File: src/rtl/irq_pending_arbiter.sv
// Sticky 8-line interrupt capture with masked highest-index-wins selection into a registered valid/ready output.
// Pending is set one edge after a request, granted the following edge; irq_id holds until irq_ready, back-to-back on accept.
module irq_pending_arbiter #(
  parameter bit EDGE_MODE = 1'b1
) (
  input  logic       clk,
  input  logic       rst_n,
  input  logic [7:0] req_in,
  input  logic [7:0] mask,
  input  logic       irq_ready,
  input  logic       clear_missed,
  output logic       irq_valid,
  output logic [2:0] irq_id,
  output logic [7:0] pending,
  output logic [7:0] missed
);

  typedef enum logic {
    EMPTY = 1'b0,
    HELD  = 1'b1
  } state_t;

  state_t     state_q, state_d;
  logic [7:0] req_q;
  logic [7:0] pending_q, pending_d;
  logic [7:0] missed_q, missed_d;
  logic [2:0] id_q, id_d;

  logic [7:0] hit;
  logic [7:0] cand;
  logic [7:0] held;
  logic [7:0] load_vec;
  logic [7:0] miss_ev;
  logic [2:0] win_idx;
  logic       load;

  // Selection looks only at registered pending, so a request arriving this
  // cycle can never pre-empt the grant being loaded on this edge.
  always_comb begin
    hit     = EDGE_MODE ? (req_in & ~req_q) : req_in;
    cand    = pending_q & ~mask;
    win_idx = 3'd0;
    for (int i = 0; i < 8; i++) begin
      if (cand[i]) win_idx = 3'(i);
    end
    held = (state_q == HELD) ? (8'd1 << id_q) : 8'd0;
  end

  always_comb begin
    state_d = state_q;
    id_d    = id_q;
    load    = 1'b0;
    case (state_q)
      EMPTY: begin
        if (|cand) begin
          load    = 1'b1;
          id_d    = win_idx;
          state_d = HELD;
        end
      end
      HELD: begin
        if (irq_ready) begin
          if (|cand) begin
            load = 1'b1;
            id_d = win_idx;
          end else begin
            state_d = EMPTY;
          end
        end
      end
      default: state_d = EMPTY;
    endcase
  end

  // A bit leaving pending for irq_id on the same edge as a new hit is not a
  // collision: the hit simply re-pends it.
  always_comb begin
    load_vec  = load ? (8'd1 << win_idx) : 8'd0;
    miss_ev   = EDGE_MODE ? (hit & ((pending_q & ~load_vec) | held)) : (hit & held);
    pending_d = (pending_q & ~load_vec) | hit;
    missed_d  = (clear_missed ? 8'd0 : missed_q) | miss_ev;
  end

  always_ff @(posedge clk or negedge rst_n) begin
    if (!rst_n) begin
      state_q   <= EMPTY;
      id_q      <= 3'd0;
      req_q     <= 8'h00;
      pending_q <= 8'h00;
      missed_q  <= 8'h00;
    end else begin
      state_q   <= state_d;
      id_q      <= id_d;
      req_q     <= req_in;
      pending_q <= pending_d;
      missed_q  <= missed_d;
    end
  end

  assign irq_valid = (state_q == HELD);
  assign irq_id    = id_q;
  assign pending   = pending_q;
  assign missed    = missed_q;

endmodule

File: config.mk
export PLATFORM = sky130hd
export DESIGN_NAME = irq_pending_arbiter
export DESIGN_NICKNAME = d
export VERILOG_FILES = /design/src/rtl/irq_pending_arbiter.sv
export SDC_FILE = /design/constraint.sdc
export NUM_CORES = 1
export LEC_CHECK = 0
export ABC_AREA = 1
export CAP_MARGIN = 20
export CORE_UTILIZATION = 46
export CTS_CLUSTER_DIAMETER = 30
export DETAILED_ROUTE_END_ITERATION = 7
export GPL_TIMING_DRIVEN = 0
export PLACE_DENSITY = 0.79
export SLEW_MARGIN = 20
export SYNTH_ARGS = -nofsm -noshare
export SYNTH_HDL_FRONTEND = slang
export SYNTH_SLANG_ARGS = --single-unit
File: constraint.sdc
create_clock -name clk -period 2 [get_ports clk]
set_clock_uncertainty 0.2 [all_clocks]
set_input_delay 0.3 -clock clk [delete_from_list [all_inputs] [get_ports clk]]
set_output_delay 0.3 -clock clk [all_outputs]
set_load 0.05 [all_outputs]
After elaboration in Yosys (flattened, before gate mapping)
Index checks and enable logic that the tools add are counted.

Flip-flop bits (word level): 28. Bits of input ports: 20. Output and inout bits: 20. Word-level logic and storage cells: 38.

Equal/unequal tests: 1. Shift operators: 2. Mux-type cells: 18. Bitwise logic cells: 11. Reductions and logical operators: 1.

Operators with widths (number): 8-bit AND (4); 8-bit 2-to-1 mux (3); 8-bit inverter (3); 8-bit bitwise OR (3); 3-bit 2-to-1 mux (6); 1-bit by 3-bit << shifter with 8-bit output, first input constant (2); 8-bit OR reduction (1); 3-bit case mux with 2 select lines (1); 1-bit 2-to-1 mux (4); 2-bit 2-to-1 mux (2); 1-bit case mux with 2 select lines (2); 2-bit inequality test, second input constant (1); 1-bit inverter (1).

Logic depth before layout (Yosys ltp)
Word-level depth: 16. Mapped depth: 13. Mapped depth without buffers: 13.

Worst setup path after synthesis
Ideal clock, no wire load.

Path kind: flip-flop to flip-flop. Start point: register pending_q[5] (netlist: pending[5]). End point: register missed_q[6] (netlist: missed[6]). Library setup time: 0.118 ns. Arrival: 1.436 ns. Required time: 1.682 ns. Slack: 0.246 ns. Cell stages (with the launch flop): 10. Buffers on the path: 0. Clock period less this slack: 1.754 ns. Path through: dfrtp_1 nand2_1 nand2_4 nor2_8 nor2_1 nand4_1 nand2_1 nand2_1 nand2_1 nand2_1.

Cells in the longest elaborated chain, start to end: 11. Elaborated cells on any way between the ends: 15. Those cells by class: shift: 1; mux: 7; bitwise: 6; reduce/logical: 1.

RTL lines: start, declared (RTL line 25) `logic [7:0] pending_q, pending_d;`; start signal, assigned (RTL line 95) `pending_q <= pending_d;`; 8-bit AND * (RTL line 41) `cand = pending_q & ~mask;`; 8-bit OR reduction / 3-bit 2-to-1 mux (equally long branches) (RTL line 55, 63, 44); 1-bit 2-to-1 mux / 3-bit 2-to-1 mux (equally long branches) (RTL line 55, 63, 44); 1-bit 2-to-1 mux / 3-bit 2-to-1 mux (equally long branches) (RTL line 62, 44); 1-bit case mux with 2 select lines / 1-bit by 3-bit << shifter with 8-bit output (equally long branches) (RTL line 53, 78); 8-bit 2-to-1 mux * (RTL line 78) `load_vec = load ? (8'd1 << win_idx) : 8'd0;`; 8-bit inverter * (RTL line 79) `miss_ev = EDGE_MODE ? (hit & ((pending_q & ~load_vec) | held)) : (hit & held);`; 8-bit AND * (RTL line 79); 8-bit bitwise OR * (RTL line 79); 8-bit AND * (RTL line 79); 8-bit bitwise OR * (RTL line 81) `missed_d = (clear_missed ? 8'd0 : missed_q) | miss_ev;`; named net missed_d[6] (RTL line 26) `logic [7:0] missed_q, missed_d;`; end signal, assigned (RTL line 96) `missed_q <= missed_d;`; end, declared (RTL line 26).

The timed path passes the listed nets; every way through them passes the cells marked *. A chain may end at the register's enable or synchronous reset.

Worst setup path in the final report
Start point: register id_q[1] (netlist: irq_id[1]). End point: output port irq_id[1].

RTL lines: start, declared (RTL line 27) `logic [2:0] id_q, id_d;`; start signal, assigned (RTL line 93) `id_q <= id_d;`; end, declared (RTL line 13) `output logic [2:0] irq_id,`.

No word-level cell between the ends.

==> results.md <==
* Status: finished clean
* ANT cells at 0
* Reg2Reg Depth at 10
* Drt via density at 4.82
* Worst Setup Start Kind: register
* Cell Int Power at 0.925 mW
* Synth Area per Inst at 8.07 sq um
* Post-synth top flop: dfrtp_1
* Register area share after synthesis at 52.9%
* Clock latency on the worst-skew pair at 0.33 ns
* Non-filler cells, final at 239
* Core box area at 2730 sq um
* PD cells at 894 nW/um^2
* Crit end category: output pin
* Synth Net Count at 184
* Sequential share of power at 43.7%
* Worst vdd ir at 0.691 mV
* R2r endpoint: missed[2]$_DFF_PN0_
* Vias in the first global route at 1121
* Top-count cell post-synth: nand2_1
* Drt initial violations at 36
* Clock transition at path regs at 0.14 ns
* First-pass GRT wire length at 4820 um
* H-tree levels at 1
* P_leak at 0.949 nW
* Critical Path RT at 1.50 ns
* Worst Tran Pin Value at 0.619 ns
* Slowest cell on the critical path: dlygate4sd2_1
* Switching power at 0.657 mW
* Setup violations, final at 0
* Starting Density at 48.4%
* Layout area overhead at 33.6%
* Async SR Flop Fraction at 100%
* TritonCTS clock tree: yes
* Tcrit/Tclk final at 92.7%
* Root Driver: clkbuf_4
* Hold Startpoint: req_in[5]
* Largest net degree at the start of global routing at 29
* Post-layout min period at 1.85 ns
* CP Class: reg2out
* Number of synthesized flops with an enable pin at 0
* Wire per inst at 11.6 um
* CP Data Arrival Time at 1.35 ns
* Clock Sinks at 28
* Clock Tree Buf Depth at 2
* Die area at 3100 sq um
* Worst Hold Class: in2reg
* Post-DP Area at 1750 sq um
* Fmax at 539 MHz
* Post-route core utilization at 64.7%
* Critical-path cell list: dlygate4sd2_1
* Synth area leader: dfrtp_1
* Synth top area share at 52.9%
* ANT nets after route at 0
* YS warnings at 0
* Combinational cell fraction of total power at 38.8%
* Area contributors post-synth: dfrtp_1 53%, nand2_1 17%, inv_1 7.1%
* Crit path largest cell delay at 0.55 ns
* Post-DP HPWL at 2170 um
* Placed cells at 234
* Worst hold path depth at 1
* Pre-CTS WS at -0.0296 ns
* # rows at 19
* IO buf count at 39
* Slew headroom at 58.8%
* Reg2reg start: pending[7]$_DFF_PN0_
* Layout cells sized above 1 at 8.65%
* Post-Route WL at 2780 um
* GRT Total Usage at 19.9%
* Final instance area at 1770 sq um
* RSZ-0062 raised after global routing: false
* Antenna violations before repair at 0
* Reg2Reg Setup Slack at 0.38 ns
* First drt pass iteration count at 4
* Switching share of power at 41.5%
* Synth Register Bits at 28
* Routability cong. at 0.809
* Distinct cells, synth at 16
* Hold EP: req_q[5]$_DFF_PN0_
* Cell family with most CP delay: buffers and inverters
* Power consumption at 1.58 mW
* Final hold viol count at 0
* Max FO, Critical Path at 6
* Final WS setup at 0.145 ns
* Die H at 55.6 um
* Vias after detailed routing at 1152
* Die X at 55.6 um
* Nets at 229
* Slew Limit Fails at 0
* Clock power share at 17.5%
* Syn Std Cell Area at 1320 sq um
* Synth Instances at 164
* Ports at 40
* Grt ovf at 0
* Most common library cells after synthesis: 60 x nand2_1, 28 x dfrtp_1, 25 x inv_1
* DRC Markers at 0
* Max_cap viols at 0
* Postcts setup bufs at 0
* Cts bufs inserted at 3
* Worst Path Buf+Inv at 1
routing by layer:
layer	part of all wire, %	vias up	routed length (um)	global-route usage (%)
li1	-	590	-	-
met1	46	527	1290	26.3
met2	48	30	1340	33.6
met3	3.9	5	107	2.56
met4	1.7	0	46	7.50
met5	0	-	0	0
how the worst max path moves through the flow:
| stage | start | endpoint | slack [ns] | cells past startpoint |
|---|---|---|---|---|
| final | irq_id[1]$_DFFE_PN0P_ | irq_id[1] | 0.15 | 1 |
| after global routing | irq_id[1]$_DFFE_PN0P_ | irq_id[1] | 0.10 | 1 |
| after CTS | irq_id[1]$_DFFE_PN0P_ | irq_id[1] | 0.15 | 1 |
| after detailed placement | mask[7] | missed[2]$_DFF_PN0_ | -0.03 | 12 |
| after global placement | mask[7] | missed[2]$_DFF_PN0_ | 0.03 | 12 |
| after floorplan | pending[5]$_DFF_PN0_ | missed[6]$_DFF_PN0_ | 0.25 | 9 |
kinds of logic after synthesis:
kind of cell | Yosys count | share of synthesized area, %
DFF | 28 | 52.9
and+or+nand+nor | 95 | 32.9
buffers and inverters | 27 | 7.66
AOI/OAI and AO/OA | 14 | 6.52
repair_timing:
| action | 4_1_cts | 5_1_grt |
|---|---|---|
| hold buffers | 1 | 0 |
| setup endpoints to repair | 20 | 0 |
| hold endpoints to repair | 28 | 0 |
| gates resized for setup | 20 | 0 |
power by group through the flow:
stage | clock, mW | sequential, mW | combinational, mW
after floorplan | 0 | 0.917 | 0.214
after global placement | 0 | 0.701 | 0.650
after detailed placement | 0 | 0.705 | 0.658
after CTS | 0.284 | 0.692 | 0.617
after global routing | 0.298 | 0.704 | 0.665
final | 0.277 | 0.692 | 0.613
worst register-to-register path: cells and delay by family (launching register included):
family,cells,cell delay [ns]
buf+inv,1,0.08
flops,1,0.46
simple gates,9,0.79
layout by cell type, fill, tap and decap left out, drive strengths merged, types with 4 or more instances in the layout:
cell,instances
nand2,67
dfrtp,28
inv,27
dlygate4sd2,20
clkdlybuf4s50,18
nor2,17
o21ai,11
nand3,6
nand4,5
clkbuf,4
flip-flops by register name, summed over array words and instances (netlist names):
signal / cells
missed: 8
irq_id: 3
pending: 8
req_q: 8
irq_valid: 1
area by class of cell:
| class | instances | area (sq um) |
|---|---|---|
| Fill cell | 254 | 965 |
| Sequential cell | 28 | 701 |
| Multi-Input combinational cell | 109 | 522 |
| Timing Repair Buffer | 40 | 370 |
| Inverter | 27 | 101 |
| Tap cell | 31 | 38.8 |
| Clock buffer | 4 | 36.3 |
through the flow:
stage                     hold slack, ns  setup TNS (ns)
after floorplan                   -0.196               0
after detailed placement           0.152         -0.0296
after CTS                          0.206               0
after global placement             0.230               0
final                              0.215               0
after global routing               0.205               0
(Power assumes the default switching activity.)
